--- src/rtl/fifo_word_packer.sv ---
// Drains a registered-read FIFO and packs PACK words (lane 0 first) into one valid/ready output word.
// Optional partial-word flush (flush / m_lanes ports) is built when PACKER_FLUSH_EN is defined.
module fifo_word_packer #(
   parameter int IN_WIDTH = 16,
   parameter int PACK     = 2
) (
   input  logic                         clk,
   input  logic                         rst,
   input  logic [IN_WIDTH-1:0]          fifo_data_out,
   input  logic                         fifo_empty,
   output logic                         fifo_read_en,
   output logic [PACK*IN_WIDTH-1:0]     m_data,
   output logic                         m_valid,
   input  logic                         m_ready,
   output logic                         idle
`ifdef PACKER_FLUSH_EN
   ,
   input  logic                         flush,
   output logic [$clog2(PACK+1)-1:0]    m_lanes
`endif
);

   localparam int CNT_W = $clog2(PACK + 1);
   localparam int OUT_W = PACK * IN_WIDTH;
   localparam logic [CNT_W-1:0] PACK_C = CNT_W'(PACK);

   logic [CNT_W-1:0] lane_cnt_q, lane_cnt_d;
   logic             rd_pending_q;
   logic [OUT_W-1:0] acc_q, acc_d;
   logic [OUT_W-1:0] m_data_q, m_data_d;
   logic             m_valid_q, m_valid_d;
   logic [CNT_W-1:0] cnt_after;
   logic [CNT_W:0]   in_use;
   logic             out_free;
   logic             flush_act;
   logic             flush_load;
   logic             load;

   // Lanes at or above n are forced to zero so stale accumulator data never leaks out.
   function automatic logic [OUT_W-1:0] lane_mask(input logic [CNT_W-1:0] n);
      logic [OUT_W-1:0] m;
      m = '0;
      for (int k = 0; k < PACK; k++) begin
         if (k < int'(n)) m[k*IN_WIDTH +: IN_WIDTH] = '1;
      end
      return m;
   endfunction

`ifdef PACKER_FLUSH_EN
   logic [CNT_W-1:0] m_lanes_q, m_lanes_d;
   assign flush_act = flush;
   assign m_lanes   = m_lanes_q;
`else
   assign flush_act = 1'b0;
`endif

   // Lanes already held plus the read in flight bound how many more reads may issue.
   assign in_use       = {1'b0, lane_cnt_q} + {{CNT_W{1'b0}}, rd_pending_q};
   assign fifo_read_en = !rst && !fifo_empty && !flush_act && (in_use < (CNT_W+1)'(PACK));

   always_comb begin
      acc_d     = acc_q;
      cnt_after = lane_cnt_q + CNT_W'(rd_pending_q);
      if (rd_pending_q) begin
         for (int k = 0; k < PACK; k++) begin
            if (lane_cnt_q == CNT_W'(k)) acc_d[k*IN_WIDTH +: IN_WIDTH] = fifo_data_out;
         end
      end
   end

   assign out_free   = !m_valid_q || m_ready;
   assign flush_load = flush_act && !rd_pending_q && (lane_cnt_q != '0);
   assign load       = out_free && ((cnt_after == PACK_C) || flush_load);

   always_comb begin
      lane_cnt_d = load ? '0 : cnt_after;
      m_data_d   = load ? (acc_d & lane_mask(cnt_after)) : m_data_q;
      m_valid_d  = load || (m_valid_q && !m_ready);
`ifdef PACKER_FLUSH_EN
      m_lanes_d  = load ? cnt_after : m_lanes_q;
`endif
   end

   always_ff @(posedge clk) begin
      if (rst) begin
         lane_cnt_q   <= '0;
         rd_pending_q <= 1'b0;
         m_valid_q    <= 1'b0;
         m_data_q     <= '0;
`ifdef PACKER_FLUSH_EN
         m_lanes_q    <= '0;
`endif
      end else begin
         lane_cnt_q   <= lane_cnt_d;
         rd_pending_q <= fifo_read_en;
         m_valid_q    <= m_valid_d;
         m_data_q     <= m_data_d;
`ifdef PACKER_FLUSH_EN
         m_lanes_q    <= m_lanes_d;
`endif
      end
   end

   // Accumulator is pure data; reset-time contents are hidden by lane_mask on every load.
   always_ff @(posedge clk) begin
      acc_q <= acc_d;
   end

   assign m_data  = m_data_q;
   assign m_valid = m_valid_q;
   assign idle    = (lane_cnt_q == '0) && !rd_pending_q && !m_valid_q;

endmodule

--- config.mk ---
export PLATFORM = sky130hd
export DESIGN_NAME = fifo_word_packer
export DESIGN_NICKNAME = d
export VERILOG_FILES = /design/src/rtl/fifo_word_packer.sv
export SDC_FILE = /design/constraint.sdc
export NUM_CORES = 1
export LEC_CHECK = 0
export BUFFER_PORTS_ARGS = -buffer_cell sky130_fd_sc_hd__buf_4
export CORE_MARGIN = 10
export CORE_UTILIZATION = 50
export DETAILED_ROUTE_END_ITERATION = 10
export PLACE_DENSITY = 0.73
export SYNTH_ARGS = -nofsm -noshare
export SYNTH_HDL_FRONTEND = slang
export SYNTH_SLANG_ARGS = --single-unit
--- constraint.sdc ---
create_clock -name clk -period 2.1 [get_ports clk]
set_input_delay 0.105 -clock clk [delete_from_list [all_inputs] [get_ports clk]]
set_output_delay 0.105 -clock clk [all_outputs]
set_load 0.1 [all_outputs]
# After elaboration in Yosys (flattened, before gate mapping)
# Cells that the tools add are included.
# classes
add_sub_neg	2
n_lt_le_gt_ge	3
n_eq_ne	2
mux	5
bitwise_logic	1
n_reduce_logical	15
# ops
operator	count
16-bit 2-to-1 mux	4
32-bit bitwise AND	1
32-bit 2-to-1 mux	1
1-bit logical AND	6
1-bit zero test	5
1-bit by 2-bit less-than comparator with 1-bit output (first input constant)	2
2-bit by 1-bit adder with 3-bit output	1
3-bit by 2-bit less-than comparator with 1-bit output (second input constant)	1
2-bit by 1-bit adder with 2-bit output	1
2-bit by 1-bit == test with 1-bit output (second input constant)	1
2-bit == test (second input constant)	1
2-bit zero test	1
1-bit logical OR	2
2-bit OR reduction	1
# word_totals
regBits	68
inputBits	20
out_inout_bits	35
wordCells	33

# Longest topological paths before layout
# Gate-level depths: netlist (run 1).
# logic_depth
word_depth	4
ltp_mapped	9
depth_no_buf	6

# Worst setup path after synthesis (run 1)
# OpenSTA, ideal clock, no wires.
# synth_timing
path_kind	reg-to-output
start	register m_valid_q (netlist: m_valid)
end	output idle
arrival_time_ps	3601
path_slack_ps	-1606
path_stages_with_launch	2
path_buffers	0
cell_sequence	dfxtp_1 nor4_1
# synth_via
elab_chain_cells	2
# synth_rtl
item	line	rtl
start: declaration	31	logic m_valid_q, m_valid_d;
start signal: assignment	96	m_valid_q <= m_valid_d;
1-bit zero test	111	assign idle = (lane_cnt_q == '0) && !rd_pending_q && !m_valid_q;
1-bit logical AND	111	
end: declaration	15	output logic idle
# No other way between the ends.

# Worst setup path after layout (run 1)
# layout_timing
start	register rd_pending_q
end	register m_data_q[17] (netlist: m_data[17])
# layout_via
elab_chain_cells	4
word_cells_on_any_way	7
cone_classes	1 x add/sub; 1 x order compare; 1 x eq/ne; 2 x mux; 1 x bitwise; 1 x reduce/logical
# layout_rtl
item	line	rtl
start: declaration	28	logic rd_pending_q;
start signal: assignment	95	rd_pending_q <= fifo_read_en;
2-bit by 1-bit adder with 2-bit output (*)	63	cnt_after = lane_cnt_q + CNT_W'(rd_pending_q);
net cnt_after[1]	32	logic [CNT_W-1:0] cnt_after;
1-bit by 2-bit less-than comparator with 1-bit output	44	if (k < int'(n)) m[k*IN_WIDTH +: IN_WIDTH] = '1;
16-bit 2-to-1 mux	44	
32-bit bitwise AND	77	m_data_d = load ? (acc_d & lane_mask(cnt_after)) : m_data_q;
end signal: assignment	97	m_data_q <= m_data_d;
end: declaration	30	logic [OUT_W-1:0] m_data_q, m_data_d;
# The timed path passes the listed nets; every way through them passes the cells marked *.
# A chain may end at the register's enable or synchronous reset.

==> impl_metrics.csv, run 1 <==
group,metric,value,unit
critical_path,slowest_delay,0.53,ns
synthesis,ys_ff_latch,68,
critical_path,cp-start-kind,"flop",
power_and_ir_drop,clockPowerShare,0.290,
sta,fin_crit_sh,0.923,
global_route,grt_usage,0.148,
status,status,"complete, no violations",
clocking,clock_latency,0.33,ns
critical_path,regToRegSetupSlack,0.16,ns
sta,tightest_slew,0.707,ns
power_and_ir_drop,internal_power,2.36,mW
critical_path,end_kind,"flop",
final_layout,drive_gt1_frac,0.352,
sta,rsz0062_at_grt,"false",
global_route,antenna_found_initial,0,
global_route,overflow,0,
drt,antenna_left,0,
critical_path,critical_path_class,"flop to flop",
drt,postRouteWirelength,6450,um
clocking,clockBufferDepth,2,
synthesis,synth_nets,290,
placed_design,dpl.hpwl,4330,um
critical_path,crit_path_cell_trace,"ha_1, inv_1, ha_1, nor2b_2, and2_4, a311oi_2",
global_route,grt_max_degree,34,
min_path,hp-start,"fifo_data_out[0]",
power_and_ir_drop,seqPwrFrac,0.455,
drt,dr.first_iter.drc_count,112,
sta,max_freq,516,MHz
final_layout,antenna_cells,0,
synthesis,ys_types,22,
critical_path,worstPathRequired,2.29,ns
final_layout,fin_util,0.638,
power_and_ir_drop,sw_frac_of_total,0.341,
placed_design,place.gp.congestion,0.753,
clocking,numCtsBuffers,9,
floorplan,rows,26,
final_layout,regArea,1360,um2
sta,setup_violations,0,
clocking,clkSinkCount,68,
floorplan,die_x,92.8,um
critical_path,cp_common_cell,"ha_1",
drt,vias,2092,
floorplan,core_area,5140,um2
critical_path,reg2reg_to,"m_data[17]$_SDFFE_PP0P_",
final_layout,area_delta_synth_final,23.6,%
final_layout,mostFrequentLayoutCells,"93 x nand2_1, 68 x dfxtp_1, 59 x buf_4, 33 x a21oi_1, 30 x a311oi_2",
synthesis,yosysSeqAreaShare,0.513,
sta,fin_crit,1.94,ns
critical_path,critPathSlowestCell,"and2_4",
drt,drc,0,
clocking,h-tree-depth,3,
global_route,grt_pass1_vias,2131,
floorplan,die_area,8620,um2
sta,fin_worst_skew,0.00769,ns
clocking,clkTransAtPathRegs,0.07,ns
placed_design,dp_cells,376,
synthesis,synthCells,268,
final_layout,final_common_cell,"nand2_1",
floorplan,initial_core_util,0.516,
job,maxCapViolCount,0,
final_layout,finalNonFillerCells,394,
synthesis,synth_area,2650,um2
sta,slew_headroom,0.528,
final_layout,nFillCells,464,
min_path,holdPathStages,3,
critical_path,path_max_fanout,33,
critical_path,rr_startpoint,"rd_pending_q$_SDFF_PP0_",
placed_design,io_buffers,54,
sta,maxSlewViolCount,0,
drt,detail_route.wl_per_cell,16.4,um
min_path,min_to,"acc_q[16]$_DFF_P_",
sta,finalHoldViolCount,0,
sta,tns,0,ns
power_and_ir_drop,powerDensity,1090,nW/um2
global_route,grt_pass1_wl,10400,um
drt,vias_per_cell,5.31,
floorplan,ios,55,
min_path,min_path_type,"input pin to flop",
power_and_ir_drop,switching_power,1.22,mW
clocking,cts_setup_buffers,0,
synthesis,avgSynthCellArea,9.90,um2
clocking,root_buffer,"clkbuf_8",
drt,first_pass_iters,4,
floorplan,die_y,92.8,um
power_and_ir_drop,power.share.combinational,0.255,
sta,fin_ws,0.162,ns
critical_path,r2r_cells,6,
power_and_ir_drop,p_leak,1.37,nW
final_layout,multi_input_area,1140,um2
sta,holdWs,0.00988,ns
final_layout,num-nets-final,342,
placed_design,place_worst_setup_slack,0.158,ns
power_and_ir_drop,vdd_drop_max,0.546,mV
clocking,cts_tree,"done",
critical_path,arrival,2.13,ns
synthesis,ys_warn_count,0,
[cells by family after synthesis]
family,count (synthesis),synth area share
flip-flops,68,0.513
AO/OA/AOI/OAI,65,0.239
AND/OR/NAND/NOR,108,0.178
buffers and inverters,25,0.0608
adder cells (fa/ha/maj),2,0.00943
[worst max-delay path by stage]
| stage | start | end | cells past startpoint |
|---|---|---|---|
| floorplan | m_valid$_SDFF_PP0_ | idle | 1 |
| global placement | rd_pending_q$_SDFF_PP0_ | m_data[0]$_SDFFE_PP0P_ | 6 |
| detailed placement | rd_pending_q$_SDFF_PP0_ | m_data[17]$_SDFFE_PP0P_ | 7 |
| CTS | rd_pending_q$_SDFF_PP0_ | m_data[17]$_SDFFE_PP0P_ | 7 |
| global route | rd_pending_q$_SDFF_PP0_ | m_data[8]$_SDFFE_PP0P_ | 6 |
| finish | rd_pending_q$_SDFF_PP0_ | m_data[17]$_SDFFE_PP0P_ | 6 |
[critical path: cells and delay by family, from the launching register on]
family,cells,cell delay (ns)
AO/OA/AOI/OAI,1,0.17
adder cells (fa/ha/maj),2,0.45
flip-flops,1,0.43
AND/OR/NAND/NOR,2,0.70
buffers and inverters,1,0.04
[timing repair]
| item | CTS | global route |
|---|---|---|
| endpoints found under the setup margin | 0 | 5 |
| endpoints found under the hold margin | 3 | 0 |
| gates resized for setup | 0 | 1 |
| hold buffers | 3 | 0 |
[per-stage QoR]
| step | total power, mW | area [um2] |
|---|---|---|
| floorplan | 2.37 | 2660 |
| global placement | 2.53 | 3050 |
| detailed placement | 2.56 | 3050 |
| CTS | 3.59 | 3270 |
| global route | 3.72 | 3280 |
| finish | 3.57 | 3280 |
[final cells by class]
type	count	area share
well taps	70	0.0267
clock inverters	5	0.0160
repair buffers	63	0.148
flip-flops and latches	68	0.415
multi-input cells	175	0.349
inverters	3	0.00344
clock buffers	10	0.0420
[state kept, by name (all words and copies together) (netlist names)]
signal / cells
acc_q: 32
m_data: 32
lane_cnt_q: 2
m_valid: 1
rd_pending_q: 1
[power groups by stage]
stage / Combinational [mW] / Clock (mW) / Sequential, mW
floorplan: 0.444 / 0 / 1.93
global placement: 0.887 / 0 / 1.64
detailed placement: 0.912 / 0 / 1.65
CTS: 0.919 / 1.05 / 1.63
global route: 0.987 / 1.09 / 1.64
finish: 0.911 / 1.04 / 1.62
[layer usage]
metal / wire length [um] / up-vias / track usage
met5: 0 / - / 0
met4: 87 / 0 / 0.0643
met3: 454 / 9 / 0.0500
met2: 3150 / 58 / 0.243
met1: 2750 / 980 / 0.172
li1: - / 1045 / -
[Yosys cell counts, drive strengths merged]
| library cell | count | share of area |
|---|---|---|
| and2 | 1 | 0.0033 |
| dfxtp | 68 | 0.51 |
| and3b | 1 | 0.0033 |
| nand2 | 96 | 0.14 |
| nor3b | 4 | 0.016 |
| nor2b | 2 | 0.0047 |
| ha | 2 | 0.0094 |
| buf | 17 | 0.050 |
| a21oi | 33 | 0.062 |
| nor4 | 1 | 0.0024 |
| or3b | 1 | 0.0033 |
| clkbuf | 5 | 0.0071 |
| a311oi | 32 | 0.18 |
| nand3b | 1 | 0.0042 |
| nand2b | 1 | 0.0024 |
| inv | 3 | 0.0042 |
No activity file was read; power rests on OpenSTA's default activity.
==> run 2, diff against run 1 <==
--- a/config.mk
+++ b/config.mk
@@ -6,6 +6,7 @@
 export NUM_CORES = 1
 export LEC_CHECK = 0
 export BUFFER_PORTS_ARGS = -buffer_cell sky130_fd_sc_hd__buf_4
+export CORE_ASPECT_RATIO = 1.5
 export CORE_MARGIN = 10
 export CORE_UTILIZATION = 50
 export DETAILED_ROUTE_END_ITERATION = 10
==> run 2 against run 1 <==
  * Register-to-register slack gained 0.04 ns
  * Sequential power is essentially flat
  * Clock power grew 23%
  * First-iteration DRC count grew 21%
  * Die area grew 0.70%
  * Power grew 7.5%
  * Critical path depth grew 1
  * Worst hold slack lost 0.0024 ns
  * Utilization grew 3.8 points
  * Combinational power grew 2.3%
  * Largest power group unchanged
==> impl_metrics.csv, run 2 (synthesis gave the netlist of run 1 again) <==
group,metric,value,unit
placed_design,place.gp.congestion,0.813,
clocking,clock_latency,0.34,ns
final_layout,final_common_cell,"nand2_1",
clocking,numCtsBuffers,9,
final_layout,regArea,1360,um2
final_layout,stdcell_area,3490,um2
global_route,antenna_found_initial,0,
sta,fin_crit_sh,0.902,
placed_design,place_worst_setup_slack,0.182,ns
drt,antenna_left,0,
critical_path,end_kind,"flop",
global_route,grt_pass1_wl,10800,um
floorplan,rows,32,
floorplan,core_area,5160,um2
critical_path,path_max_fanout,13,
status,status,"complete, no violations",
final_layout,multi_input_area,1140,um2
final_layout,antenna_cells,0,
sta,setup_violations,0,
critical_path,critPathTopFamily,"adder cells",
critical_path,critPathSlowestCell,"dfxtp_1",
sta,tightest_slew,0.661,ns
floorplan,die_area,8680,um2
clocking,clkSinkCount,68,
global_route,grt_max_degree,27,
placed_design,io_buffers,54,
global_route,grt_usage,0.159,
critical_path,cp_num_buf_inv,2,
floorplan,ios,55,
sta,fin_ws,0.205,ns
drt,detail_route.wl_per_cell,15.8,um
floorplan,die_y,109,um
job,maxCapViolCount,0,
drt,vias_per_cell,5.25,
final_layout,finalNonFillerCells,408,
placed_design,dp_cells,376,
drt,drc,0,
clocking,root_buffer,"clkbuf_8",
power_and_ir_drop,vdd_drop_max,0.647,mV
placed_design,dpl.hpwl,4460,um
sta,fin_worst_skew,0.00460,ns
final_layout,area_delta_synth_final,31.7,%
drt,postRouteWirelength,6460,um
min_path,min_path_type,"input pin to flop",
critical_path,critical_path_class,"flop to flop",
clocking,h-tree-depth,3,
drt,dr.first_iter.drc_count,135,
critical_path,arrival,2.15,ns
sta,fin_crit,1.90,ns
sta,max_freq,528,MHz
critical_path,crit_path_cell_trace,"ha_1, inv_1, ha_1, nor2b_2, and2_4, buf_12, a311oi_2",
clocking,clkTransAtPathRegs,0.08,ns
critical_path,cp-start-kind,"flop",
clocking,cts_tree,"done",
sta,holdWs,0.00752,ns
sta,finalHoldViolCount,0,
critical_path,slowest_delay,0.45,ns
final_layout,num-nets-final,357,
drt,vias,2141,
global_route,grt_pass1_vias,2198,
sta,slew_headroom,0.560,
critical_path,cp_common_cell,"ha_1",
critical_path,worstPathRequired,2.36,ns
sta,rsz0062_at_grt,"false",
floorplan,die_x,79.5,um
placed_design,placed_cell_area,3090,um2
power_and_ir_drop,powerDensity,1100,nW/um2
final_layout,mostFrequentLayoutCells,"93 x nand2_1, 67 x dfxtp_1, 60 x buf_4, 33 x a21oi_1, 30 x a311oi_2",
final_layout,nFillCells,407,
power_and_ir_drop,p_leak,1.46,nW
drt,first_pass_iters,4,
global_route,overflow,0,
final_layout,drive_gt1_frac,0.347,
clocking,clockBufferDepth,2,
floorplan,initial_core_util,0.514,
sta,maxSlewViolCount,0,
==> run 2: metrics by stage <==
step / TNS, ns / util / total power [mW]
global route: 0 / 0.676 / 4.01
CTS: 0 / 0.676 / 3.86
floorplan: -0.436 / - / 2.37
detailed placement: 0 / 0.599 / 2.57
global placement: 0 / 0.599 / 2.54
finish: 0 / 0.676 / 3.84
==> run 2: per-layer routing <==
metal	global-route usage	part of all wire	vias up
li1	-	-	1069
met1	0.179	0.43	1024
met2	0.263	0.50	39
met3	0.0527	0.047	9
met4	0.0733	0.018	0
met5	0	0	-
==> run 2: final timing paths <==
path | cells past startpoint | endpoint | slack (ns) | from
worst max-delay path | 7 | m_data[11]$_SDFFE_PP0P_ | 0.20 | rd_pending_q$_SDFF_PP0_
worst min-delay path | 3 | acc_q[18]$_DFF_P_ | 0.008 | fifo_data_out[2]
worst max register to register | 7 | m_data[11]$_SDFFE_PP0P_ | 0.20 | rd_pending_q$_SDFF_PP0_
worst min register to register | 2 | acc_q[4]$_DFF_P_ | 0.45 | acc_q[4]$_DFF_P_
==> run 2: timing repair <==
item,CTS,global route
setup buffers,0,0
hold buffers,16,0
setup endpoints to repair,0,1
endpoints found under the hold margin,23,0
gates resized for setup,0,1
==> run 2: cell type report <==
| cell class | instances | share of cell area |
|---|---|---|
| multi-input combinational | 175 | 0.327 |
| inverter | 3 | 0.00322 |
| clock inverter | 7 | 0.0330 |
| clock buffer | 9 | 0.0355 |
| timing repair buffer | 78 | 0.186 |
| sequential | 68 | 0.390 |
| tap | 68 | 0.0244 |
==> run 2: power breakdown <==
part	total (mW)	switching (mW)	internal, mW	leakage [nW]
Sequential	1.63	0.0865	1.54	0.562
Combinational	0.932	0.661	0.271	0.785
Clock	1.28	0.499	0.784	0.115
==> run 2: worst reg2reg max path: stages (launching register included) <==
cell and delay [ns]:
dfxtp_1 0.45, ha_1 0.20, inv_1 0.04, ha_1 0.28
nor2b_2 0.17, and2_4 0.23, buf_12 0.17, a311oi_2 0.27
